File: config.mk
export PLATFORM = sky130hd
export DESIGN_NAME = sprite_draw_scheduler
export DESIGN_NICKNAME = d
export VERILOG_FILES = /design/src/rtl/sprite_draw_scheduler.sv
export SDC_FILE = /design/constraint.sdc
export NUM_CORES = 1
export LEC_CHECK = 0
export CORE_ASPECT_RATIO = 0.7
export CORE_MARGIN = 4
export CORE_UTILIZATION = 30
export DETAILED_ROUTE_END_ITERATION = 8
export DONT_BUFFER_PORTS = 1
export SKIP_CTS_REPAIR_TIMING = 1
export SYNTH_ARGS = -nofsm -noshare
export SYNTH_HDL_FRONTEND = slang
export SYNTH_SLANG_ARGS = --single-unit
File: constraint.sdc
create_clock -name clk -period 3.8 [get_ports clk]
set_input_delay 0.76 -clock clk [delete_from_list [all_inputs] [get_ports clk]]
set_output_delay 0.76 -clock clk [all_outputs]
set_load 0.005 [all_outputs]
File: src/rtl/sprite_draw_scheduler.sv
// Per-frame sequencer sharing one VGA pixel-write port between N_OBJ sprite engines (erase old, draw new).
// Optional build macro: SPRITE_SCHED_SKIP_UNCHANGED_EN skips objects whose position has not changed.
module sprite_draw_scheduler #(
  parameter int unsigned N_OBJ   = 4,
  parameter int unsigned TIMEOUT = 4095
) (
  input  logic                   clk,
  input  logic                   reset_n,
  input  logic                   frame_tick,
  input  logic [N_OBJ-1:0]       obj_en,
  input  logic [10*N_OBJ-1:0]    obj_x,
  input  logic [10*N_OBJ-1:0]    obj_y,
  input  logic [N_OBJ-1:0]       eng_done,
  input  logic [10*N_OBJ-1:0]    eng_pix_x,
  input  logic [10*N_OBJ-1:0]    eng_pix_y,
  input  logic [3*N_OBJ-1:0]     eng_pix_color,
  input  logic [N_OBJ-1:0]       eng_pix_we,
  input  logic                   clear_status,
  output logic [N_OBJ-1:0]       eng_start,
  output logic [9:0]             eng_x,
  output logic [9:0]             eng_y,
  output logic [9:0]             vga_x,
  output logic [9:0]             vga_y,
  output logic [2:0]             vga_color,
  output logic                   vga_we,
  output logic                   busy,
  output logic                   frame_done,
  output logic                   overrun,
  output logic                   timeout_err
);

  localparam int unsigned IDX_W = $clog2(N_OBJ + 1);
  localparam int unsigned WD_W  = 12;
  localparam int unsigned CW    = 10;
  localparam int unsigned COL_W = 3;

  localparam logic [2:0] S_IDLE        = 3'd0;
  localparam logic [2:0] S_SELECT      = 3'd1;
  localparam logic [2:0] S_ERASE_START = 3'd2;
  localparam logic [2:0] S_ERASE_WAIT  = 3'd3;
  localparam logic [2:0] S_DRAW_START  = 3'd4;
  localparam logic [2:0] S_DRAW_WAIT   = 3'd5;
  localparam logic [2:0] S_NEXT        = 3'd6;
  localparam logic [2:0] S_DONE        = 3'd7;

  logic [2:0]       state, state_d;
  logic [IDX_W-1:0] idx, idx_d;

  logic [N_OBJ-1:0] snap_en;
  logic [CW-1:0]    snap_x [N_OBJ];
  logic [CW-1:0]    snap_y [N_OBJ];
  logic [N_OBJ-1:0] prev_valid;
  logic [CW-1:0]    prev_x [N_OBJ];
  logic [CW-1:0]    prev_y [N_OBJ];
  logic [WD_W-1:0]  wdog;

  logic             sel_en, sel_pv, sel_done, sel_pix_we;
  logic [CW-1:0]    sel_snap_x, sel_snap_y, sel_prev_x, sel_prev_y;
  logic [CW-1:0]    sel_pix_x, sel_pix_y;
  logic [COL_W-1:0] sel_pix_c;

  logic             in_wait, wd_hit, to_fire, draw_ok;
  logic             start_phase_d;
  logic [N_OBJ-1:0] start_d;

  // Everything belonging to the currently indexed object; idx==N_OBJ selects nothing.
  always_comb begin
    sel_en     = 1'b0;
    sel_pv     = 1'b0;
    sel_done   = 1'b0;
    sel_pix_we = 1'b0;
    sel_snap_x = '0;
    sel_snap_y = '0;
    sel_prev_x = '0;
    sel_prev_y = '0;
    sel_pix_x  = '0;
    sel_pix_y  = '0;
    sel_pix_c  = '0;
    for (int unsigned i = 0; i < N_OBJ; i++) begin
      if (idx == IDX_W'(i)) begin
        sel_en     = snap_en[i];
        sel_pv     = prev_valid[i];
        sel_done   = eng_done[i];
        sel_pix_we = eng_pix_we[i];
        sel_snap_x = snap_x[i];
        sel_snap_y = snap_y[i];
        sel_prev_x = prev_x[i];
        sel_prev_y = prev_y[i];
        sel_pix_x  = eng_pix_x[CW*i +: CW];
        sel_pix_y  = eng_pix_y[CW*i +: CW];
        sel_pix_c  = eng_pix_color[COL_W*i +: COL_W];
      end
    end
  end

  assign in_wait = (state == S_ERASE_WAIT) || (state == S_DRAW_WAIT);
  assign wd_hit  = (wdog == WD_W'(TIMEOUT));
  assign to_fire = in_wait && !sel_done && wd_hit;
  assign draw_ok = (state == S_DRAW_WAIT) && sel_done;

  // State register
  always_ff @(posedge clk or negedge reset_n) begin
    if (!reset_n) begin
      state <= S_IDLE;
      idx   <= '0;
    end else begin
      state <= state_d;
      idx   <= idx_d;
    end
  end

  // Next-state logic
  always_comb begin
    state_d = state;
    idx_d   = idx;
    case (state)
      S_IDLE: begin
        if (frame_tick) begin
          state_d = S_SELECT;
          idx_d   = '0;
        end
      end
      S_SELECT: begin
        if (idx == IDX_W'(N_OBJ)) begin
          state_d = S_DONE;
        end else if (!sel_en) begin
          idx_d = idx + IDX_W'(1);
`ifdef SPRITE_SCHED_SKIP_UNCHANGED_EN
        end else if (sel_pv && (sel_snap_x == sel_prev_x) && (sel_snap_y == sel_prev_y)) begin
          idx_d = idx + IDX_W'(1);
`endif
        end else if (!sel_pv) begin
          state_d = S_DRAW_START;
        end else begin
          state_d = S_ERASE_START;
        end
      end
      S_ERASE_START: state_d = S_ERASE_WAIT;
      S_ERASE_WAIT: begin
        if (sel_done) begin
          state_d = S_DRAW_START;
        end else if (wd_hit) begin
          state_d = S_NEXT;
        end
      end
      S_DRAW_START: state_d = S_DRAW_WAIT;
      S_DRAW_WAIT: begin
        if (sel_done || wd_hit) begin
          state_d = S_NEXT;
        end
      end
      S_NEXT: begin
        idx_d   = idx + IDX_W'(1);
        state_d = S_SELECT;
      end
      S_DONE:  state_d = S_IDLE;
      default: state_d = S_IDLE;
    endcase
  end

  // Start pulse is registered so it coincides with the START state it belongs to.
  always_comb begin
    start_phase_d = (state_d == S_ERASE_START) || (state_d == S_DRAW_START);
    start_d       = '0;
    for (int unsigned i = 0; i < N_OBJ; i++) begin
      start_d[i] = start_phase_d && (idx_d == IDX_W'(i));
    end
  end

  // Frame snapshot and per-object history of the last drawn position
  always_ff @(posedge clk or negedge reset_n) begin
    if (!reset_n) begin
      snap_en    <= '0;
      prev_valid <= '0;
      for (int unsigned i = 0; i < N_OBJ; i++) begin
        snap_x[i] <= '0;
        snap_y[i] <= '0;
        prev_x[i] <= '0;
        prev_y[i] <= '0;
      end
    end else begin
      if ((state == S_IDLE) && frame_tick) begin
        snap_en <= obj_en;
        for (int unsigned i = 0; i < N_OBJ; i++) begin
          snap_x[i] <= obj_x[CW*i +: CW];
          snap_y[i] <= obj_y[CW*i +: CW];
        end
      end
      for (int unsigned i = 0; i < N_OBJ; i++) begin
        if (idx == IDX_W'(i)) begin
          if (draw_ok) begin
            prev_x[i]     <= sel_snap_x;
            prev_y[i]     <= sel_snap_y;
            prev_valid[i] <= 1'b1;
          end else if (to_fire) begin
            prev_valid[i] <= 1'b0;
          end
        end
      end
    end
  end

  // Per-phase watchdog, saturating at TIMEOUT
  always_ff @(posedge clk or negedge reset_n) begin
    if (!reset_n) begin
      wdog <= '0;
    end else if ((state == S_ERASE_START) || (state == S_DRAW_START)) begin
      wdog <= '0;
    end else if (in_wait && !wd_hit) begin
      wdog <= wdog + WD_W'(1);
    end
  end

  // Registered control outputs and sticky status
  always_ff @(posedge clk or negedge reset_n) begin
    if (!reset_n) begin
      eng_start   <= '0;
      eng_x       <= '0;
      eng_y       <= '0;
      busy        <= 1'b0;
      frame_done  <= 1'b0;
      overrun     <= 1'b0;
      timeout_err <= 1'b0;
    end else begin
      eng_start  <= start_d;
      busy       <= (state_d != S_IDLE);
      frame_done <= (state_d == S_DONE);
      if (state_d == S_ERASE_START) begin
        eng_x <= sel_prev_x;
        eng_y <= sel_prev_y;
      end else if (state_d == S_DRAW_START) begin
        eng_x <= sel_snap_x;
        eng_y <= sel_snap_y;
      end
      if (frame_tick && (state != S_IDLE)) begin
        overrun <= 1'b1;
      end else if (clear_status) begin
        overrun <= 1'b0;
      end
      if (to_fire) begin
        timeout_err <= 1'b1;
      end else if (clear_status) begin
        timeout_err <= 1'b0;
      end
    end
  end

  // Zero-latency pixel mux; erase passes write black.
  always_comb begin
    vga_we    = in_wait && sel_pix_we;
    vga_x     = in_wait ? sel_pix_x : '0;
    vga_y     = in_wait ? sel_pix_y : '0;
    vga_color = (state == S_DRAW_WAIT) ? sel_pix_c : '0;
  end

endmodule

==> Yosys cells after proc, flatten, opt, wreduce, memory -nomap -nowiden <==
Cells that the tools add are included.
{ "op_classes": {"add_sub_neg": 2, "eq_ne": 18, "mux": 70, "reduce_logical": 35} }
{ "ops": {"columns": ["cell", "count"], "rows": [
  ["10-bit 2-to-1 mux", 30],
  ["3-bit 2-to-1 mux", 15],
  ["12-bit 2-to-1 mux", 2],
  ["3-bit case mux with 8 select lines", 1],
  ["3-bit by 2-bit == test with 1-bit output (second input constant)", 7],
  ["3-bit == test (second input constant)", 7],
  ["1-bit 2-to-1 mux", 21],
  ["2-bit AND reduction", 8],
  ["12-bit by 1-bit adder with 12-bit output (second input constant)", 1],
  ["12-bit == test (second input constant)", 1],
  ["1-bit logical AND", 11],
  ["2-bit nonzero test", 5],
  ["3-bit by 1-bit == test with 1-bit output (second input constant)", 3],
  ["3-bit logical NOT", 3],
  ["3-bit case mux with 3 select lines", 1],
  ["3-bit nonzero test", 2],
  ["1-bit logical OR", 4],
  ["3-bit by 1-bit adder with 3-bit output (second input constant)", 1],
  ["1-bit logical NOT", 2]
]} }
{ "totals": {"register_bits": 214, "input_bits": 188, "out_inout_bits": 52, "word_cells": 156} }

==> Longest topological paths before layout <==
Gate-level depths: netlist of the first run.
{ "depth": {"word_depth": 12, "mapped_depth": 12, "mapped_depth_nobuf": 10} }

==> Worst setup path after synthesis of the first run <==
Ideal clock, no wire load.
{ "synth_timing": {"kind": "register to output", "startpoint": "reg idx[2]", "endpoint": "out vga_color[0]", "arrival_ps": 2509, "required_time_ps": 3040, "setup_slack_ps": 531, "stages_incl_launch_ff": 11, "n_path_buf": 6, "cell_sequence": "dfrtp_1 -> clkbuf_1 -> inv_1 -> ha_1 -> clkbuf_1 -> clkbuf_1 -> buf_1 -> clkbuf_1 -> clkbuf_1 -> a21oi_1 -> nor2_1"} }
{ "synth_between": {"elab_chain_cells": 6, "word_cells_on_any_way": 9, "classes_between": "eq/ne: 3; mux: 5; reduce/logical: 1"} }
{ "synth_lines": {"columns": ["element", "line", "text"], "rows": [
  ["start, declared", "47", "logic [IDX_W-1:0] idx, idx_d;"],
  ["start signal, assigned", "108", "idx <= idx_d;"],
  ["3-bit logical NOT", "80", "if (idx == IDX_W'(i)) begin"],
  ["3-bit 2-to-1 mux (3 in series)", "80", null],
  ["3-bit 2-to-1 mux *", "80", null],
  ["3-bit 2-to-1 mux *", "253", "vga_color = (state == S_DRAW_WAIT) ? sel_pix_c : '0;"],
  ["end, declared", "24", "output logic [2:0] vga_color,"]
]} }
Every way passes the cells marked *; elsewhere a longest branch is shown, timed or not.

==> Worst setup path after layout of the first run <==
{ "layout_timing": {"startpoint": "reg idx[0]", "endpoint": "out vga_y[5]"} }
{ "layout_between": {"elab_chain_cells": 6, "word_cells_on_any_way": 9, "classes_between": "eq/ne: 3; mux: 5; reduce/logical: 1"} }
{ "layout_lines": {"columns": ["element", "line", "text"], "rows": [
  ["3-bit logical NOT", "80", null],
  ["10-bit 2-to-1 mux (3 in series)", "80", null],
  ["10-bit 2-to-1 mux *", "80", null],
  ["10-bit 2-to-1 mux *", "252", "vga_y = in_wait ? sel_pix_y : '0;"],
  ["end, declared", "23", "output logic [9:0] vga_y,"]
]} }
Marks and branches as above.

==> results of run 1 <==
path summary, 6_finish.rpt:
check,depth (start not counted),slack [ns],end,from
max,9,0.28,vga_y[5],idx[0]
min,0,-0.05,snap_x[16],reset_n
max reg2reg,9,0.57,eng_x[5],idx[1]
min reg2reg,1,0.49,prev_valid[1],prev_valid[1]
max in group asynchronous,0,3.27,snap_y[30],reset_n
min in group clk,1,0.36,overrun,clear_status
cells in the mapped netlist (2+ instances only):
cell type / n
a2111oi_4: 2
a211o_1: 20
a21o_1: 5
a21oi_1: 136
a221oi_1: 64
and2_1: 2
and3_1: 3
buf_1: 5
buf_2: 5
clkbuf_1: 84
dfrtp_1: 214
ha_1: 6
inv_1: 11
mux2_2: 105
nand2_1: 38
nand2b_1: 2
nand3_1: 24
nand3b_1: 5
nand4_1: 5
nor2_1: 167
nor2b_1: 6
nor3_1: 49
nor4_1: 22
nor4b_1: 4
o211ai_1: 20
o21ai_0: 15
o31ai_1: 21
or3_1: 3
xnor2_1: 3
xor2_1: 8
metrics by stage:
stage / instances / util [%] / hold WS (ns) / instance area, um^2 / worst slack [ns]
2_1_floorplan: 1070 / - / 0.450 / 10600 / 0.531
3_3_place_gp: 1471 / 32.0 / 0.471 / 11100 / 0.679
3_5_place_dp: 1471 / 32.0 / 0.480 / 11100 / 0.597
4_1_cts: 1509 / 34.1 / -0.0691 / 11900 / 0.0672
5_1_grt: 1516 / 34.2 / -0.0794 / 11900 / 0.0606
6_report: 1516 / 34.2 / -0.0470 / 11900 / 0.282
placed cells by master, fill, tap and decap left out, types with 8 or more instances in the layout:
cell,instances
nor2_1,163
a211o_1,20
clkbuf_16,23
o211ai_1,20
inv_1,11
xor2_1,8
dfrtp_1,214
a21oi_1,136
nand3_1,24
a221oi_1,64
mux2_2,105
buf_4,22
nand2_1,37
o21ai_0,15
o31ai_1,21
nor3_1,48
nor4_1,22
per-layer routing:
metal	part of all wire (%)	wire length, um	track usage (%)
met5	0.080	27	0
met2	49	16400	29.4
met1	41	13800	21.2
met4	2.8	946	4.97
met3	7.3	2450	3.96
sequential cells by signal, summed over array words and instances (netlist names), 4 cells and up:
signal and cells:
eng_start 4, eng_x 10, eng_y 10, prev_valid 4, prev_x 40, prev_y 40, snap_en 4, snap_x 40
snap_y 40, wdog 12
area by class of cell:
type | count | area (um^2) | share of cell area [%]
repair buffers | 27 | 265 | 2.23
well taps | 472 | 591 | 4.96
multi-input cells | 750 | 4920 | 41.4
clock inverters | 8 | 71.3 | 0.600
inverters | 11 | 41.3 | 0.347
flip-flops and latches | 214 | 5360 | 45.0
clock buffers | 30 | 642 | 5.40
diodes | 4 | 10.0 | 0.0841
kinds of logic after synthesis:
group | after synthesis | share of synthesized area [%]
AND/OR/NAND/NOR | 336 | 14.5
AO/OA/AOI/OAI | 292 | 18.5
flip-flops | 214 | 50.4
buffers and inverters | 106 | 3.82
multiplexers | 105 | 11.1
XOR/XNOR | 11 | 0.907
adder cells (fa/ha/maj) | 6 | 0.707
critical path, stage by stage (launching register included):
cell      delay, ns
dfrtp_1        0.41
inv_1          0.12
ha_1           0.38
nand2b_1       0.21
nor2_4         0.26
buf_4          0.23
a221oi_1       0.16
nor3_1         0.19
a21oi_1        0.06
nor2_1         0.21
power breakdown:
| group | internal, mW | leakage, nW | switching (mW) |
|---|---|---|---|
| Clock | 1.25 | 0.354 | 0.900 |
| Combinational | 2.16 | 1.92 | 3.26 |
| Sequential | 3.33 | 2.65 | 0.770 |
| Total | 6.74 | 4.92 | 4.93 |
==> qor.txt, run 1 <==
Run status: finished, violations left
Failing checks: negative hold slack
Cell variety after synth: 46
Via Count: 8,379
Htree depth: 1
Share of cells above drive strength 1: 17.6%
IO Count: 240
Yosys reg bits: 214
Core Region: 34,800 um^2
Iter 0 DRT Violations: 717
Area of the die: 38,500 um^2
Pin count of the biggest net entering global routing: 215
Fillers: 3,486
Syn Nets: 1,264
Setup Total Neg Slack: 0 ns
Most area-hungry cell type in the Yosys netlist: dfrtp_1
Peak supply drop: 0.463 mV
Count of input and output buffers: 0
Area share of the largest cell type after synthesis: 50.4%
Global-route wire length before repair: 50,700 um
RSZ-0062 raised after global routing: no
Top FF cell, synth: dfrtp_1
Final Net Count: 1,220
Gr ovfl total: 0
Critical path class: flop to output port
Initial DRT Pass Iterations: 5
Critical Path End Type: output port
PwrDens: 981 nW/um^2
Post-DP HPWL: 22,800 um
Die Height: 165 um
Post-route DRC violation count: 0
Worst slew margin: 45.6%
Clock root buffer: clkbuf_16
Post-synth ARST share: 100%
Final hold violations: 41
Total track usage: 16.9%
Routability cong.: 0.803
Critical Path AT: 2.76 ns
Syn_area_per_cell: 9.92 um^2
Syn. warnings: 0
Wire length per cell: 22.2 um
Max Buffers Root-to-Sink: 3
Synthesized area: 10,600 um^2
Static Leakage: 4.92 nW
Clock transition at path regs: 0.06 ns
Drt via density: 5.53
Part of the cycle the worst path needs: 92.6%
Total CTS buffers: 22
Synth top area cells: dfrtp_1 50%, mux2_2 11%, a21oi_1 6.4%
EDFF count, synth: 0
Worst hold-check path type: primary input to asynchronous set/reset pin
Slew of the pin with the lowest slew margin: 0.816 ns
Sequential fraction of the synthesis area: 50.4%
Fmax: 284 MHz
Post-layout minimum cycle time: 3.52 ns
Initial antenna violation count: 6
Worst EP required: 3.04 ns
# rows: 57
Final Max Slew Viols: 0
DRT Wirelength: 33,600 um
Hold Slack: -0.0470 ns
Max cap viols: 0
Syn Inst Count: 1,070
Starting Density: 30.5%
Routed Antenna Nets: 0
Startpoint types: flop
Setup violators final: 0
Crit Path Max Fanout: 12
Tot Pwr: 11.7 mW
CTS sink count: 214
Vias in the first global route: 8,289
Clock Latency Late Sink: 0.51 ns
Die width: 233 um
Synth-to-layout area growth: 12.0%
CTS tree: done
Clock skew: 0.0127 ns
Note: power is estimated with default switching activity, not from simulation.
==> run 2, diff against run 1 <==
GPL_ROUTABILITY_DRIVEN = 0   (was default)
REMOVE_ABC_BUFFERS = 1   (was default)
==> qor.txt, run 2 (same netlist as run 1, synthesis figures left out) <==
Run status: finished, violations left
Failing checks: negative hold slack
Dpl ws: 0.466 ns (-0.131 ns)
Initial antenna violation count: 3 (-3)
Final Max Slew Viols: 0 (unchanged)
Critical Path AT: 2.80 ns (+0.04 ns)
Routed Antenna Nets: 0 (unchanged)
Post-DP HPWL: 21,000 um (-7.7%)
Final hold violations: 45 (+9.8%)
Total track usage: 16.1% (-0.82 points)
Starting Density: 30.5% (unchanged)
Wire length per cell: 21.8 um (-1.5%)
Drt via density: 5.54 (+0.16%)
Startpoint types: flop
# rows: 57 (unchanged)
Crit Path Max Fanout: 15 (+3)
Clock transition at path regs: 0.06 ns (about the same)
Worst reg2reg endpoint: eng_y[9]
DRT Wirelength: 33,200 um (-1.2%)
Die width: 233 um (unchanged)
Part of the cycle the worst path needs: 93.7% (+1.1 points)
Total CTS buffers: 24 (+9.1%)
Worst slew margin: 31.5% (-14 points)
Critical Path End Type: output port
Static Leakage: 4.98 nW (+1.3%)
Setup violators final: 0 (unchanged)
RSZ-0062 raised after global routing: no
PwrDens: 999 nW/um^2 (+1.8%)
Global-route wire length before repair: 48,400 um (-4.5%)
Worst EP required: 3.04 ns (about the same)
Core Region: 34,800 um^2 (unchanged)
Final setup margin: 0.240 ns (-0.0424 ns)
Vias in the first global route: 8,198 (-1.1%)
Clock Latency Late Sink: 0.53 ns (+0.02 ns)
Synth-to-layout area growth: 13.6%
CTS sink count: 214 (unchanged)
Final Net Count: 1,227 (+0.57%)
Final Non-Filler Cells: 1,521 (+0.33%)
Hold Slack: -0.0635 ns (-0.0165 ns)
Via Count: 8,420 (+0.49%)
Htree depth: 1 (unchanged)
Number of cells on the worst reg-to-reg path: 9 (unchanged)
FF-to-FF setup slack: 0.34 ns (-0.23 ns)
Tot Pwr: 12.1 mW (+3.2%)
Critical path class: flop to output port
Reg2reg start: idx[1]
Area of the die: 38,500 um^2 (unchanged)
Share of cells above drive strength 1: 18.4% (+0.82 points)
Setup Total Neg Slack: 0 ns (unchanged)
Max cap viols: 0 (unchanged)
Post-route DRC violation count: 0 (unchanged)
Commonest non-fill, non-tap cell in the layout: dfrtp_1
Clock root buffer: clkbuf_16
Post-layout minimum cycle time: 3.56 ns (+0.0424 ns)
Peak supply drop: 0.518 mV (+12%)
Fmax: 281 MHz (-1.2%)
Count of input and output buffers: 0 (unchanged)
Most frequent cells in the layout: 213 x dfrtp_1, 163 x nor2_1, 136 x a21oi_1
Iter 0 DRT Violations: 538 (-25%)
Final core occ: 34.7% (+0.49 points)
Gr ovfl total: 0 (unchanged)
Initial DRT Pass Iterations: 5 (unchanged)
CTS tree: done
IO Count: 240 (unchanged)
Slew of the pin with the lowest slew margin: 1.02 ns (+0.208 ns)
Placed Cells: 1,473 (+0.14%)
Max Buffers Root-to-Sink: 3 (unchanged)
Worst hold-check path type: primary input to asynchronous set/reset pin
Die Height: 165 um (unchanged)
Pin count of the biggest net entering global routing: 215 (unchanged)
Clock skew: 0.0128 ns (+0.0000796 ns)
==> run 2: cell types whose count changed in the layout (fill, tap and decap cells not counted), moves of 2 or more <==
cell       before  now
nor2_4          1    5
buf_4          22   25
bufinv_16       1    4
clkbuf_8        4    1
diode_2         4    1
nor2_2          3    0
clkbuf_1        3    5
clkbuf_16      23   25
clkinv_2        5    3
==> run 2: layout make-up <==
cell class / count / area (um^2)
Fill cell: 3555 / 22700
Sequential cell: 214 / 5360
Multi-Input combinational cell: 752 / 4970
Clock buffer: 31 / 658
Tap cell: 472 / 591
Timing Repair Buffer: 30 / 288
Clock inverter: 10 / 159
Inverter: 11 / 41.3
Antenna cell: 1 / 2.50
==> run 2: critical path: stages, from the launching register on <==
cell and delay (ns):
dfrtp_1 0.41, inv_1 0.12, ha_1 0.37, nand2b_1 0.38, nor2_4 0.23, buf_12 0.16
a221oi_1 0.10, nor3_1 0.26, a21oi_1 0.07, nor2_1 0.18
==> run 2: worst max-delay path by stage <==
stage                     slack [ns]          to        from  cells past startpoint
after global routing            0.01    vga_y[8]      idx[0]                      9
after floorplan                -6.56  snap_en[0]  frame_tick                      2
final                           0.24    vga_y[8]      idx[0]                      9
after CTS                      -0.06    vga_y[8]      idx[0]                      8
after global placement          0.63    vga_y[8]      idx[0]                      8
after detailed placement        0.47    eng_x[8]      idx[2]                      9
==> run 2: metrics by stage <==
| step | instance area, um^2 | hold slack (ns) |
|---|---|---|
| final | 12100 | -0.0635 |
| after global routing | 12100 | -0.102 |
| after CTS | 12000 | -0.0935 |
| after detailed placement | 11200 | 0.474 |
| after global placement | 11200 | 0.474 |
| after floorplan | 10300 | 0.450 |
==> run 2: layer usage <==
metal	vias to the layer above	part of all wire, %	global-route usage, %
met1	4191	44	21.4
met2	324	46	26.5
met3	42	8.6	4.90
met5	-	0.039	0
li1	3861	-	-
met4	2	1.6	2.71
==> run 2: report_power, final <==
part | internal [mW] | switching, mW
Sequential | 3.33 | 0.777
Combinational | 2.23 | 3.27
Clock | 1.49 | 0.953
Total | 7.05 | 5.00
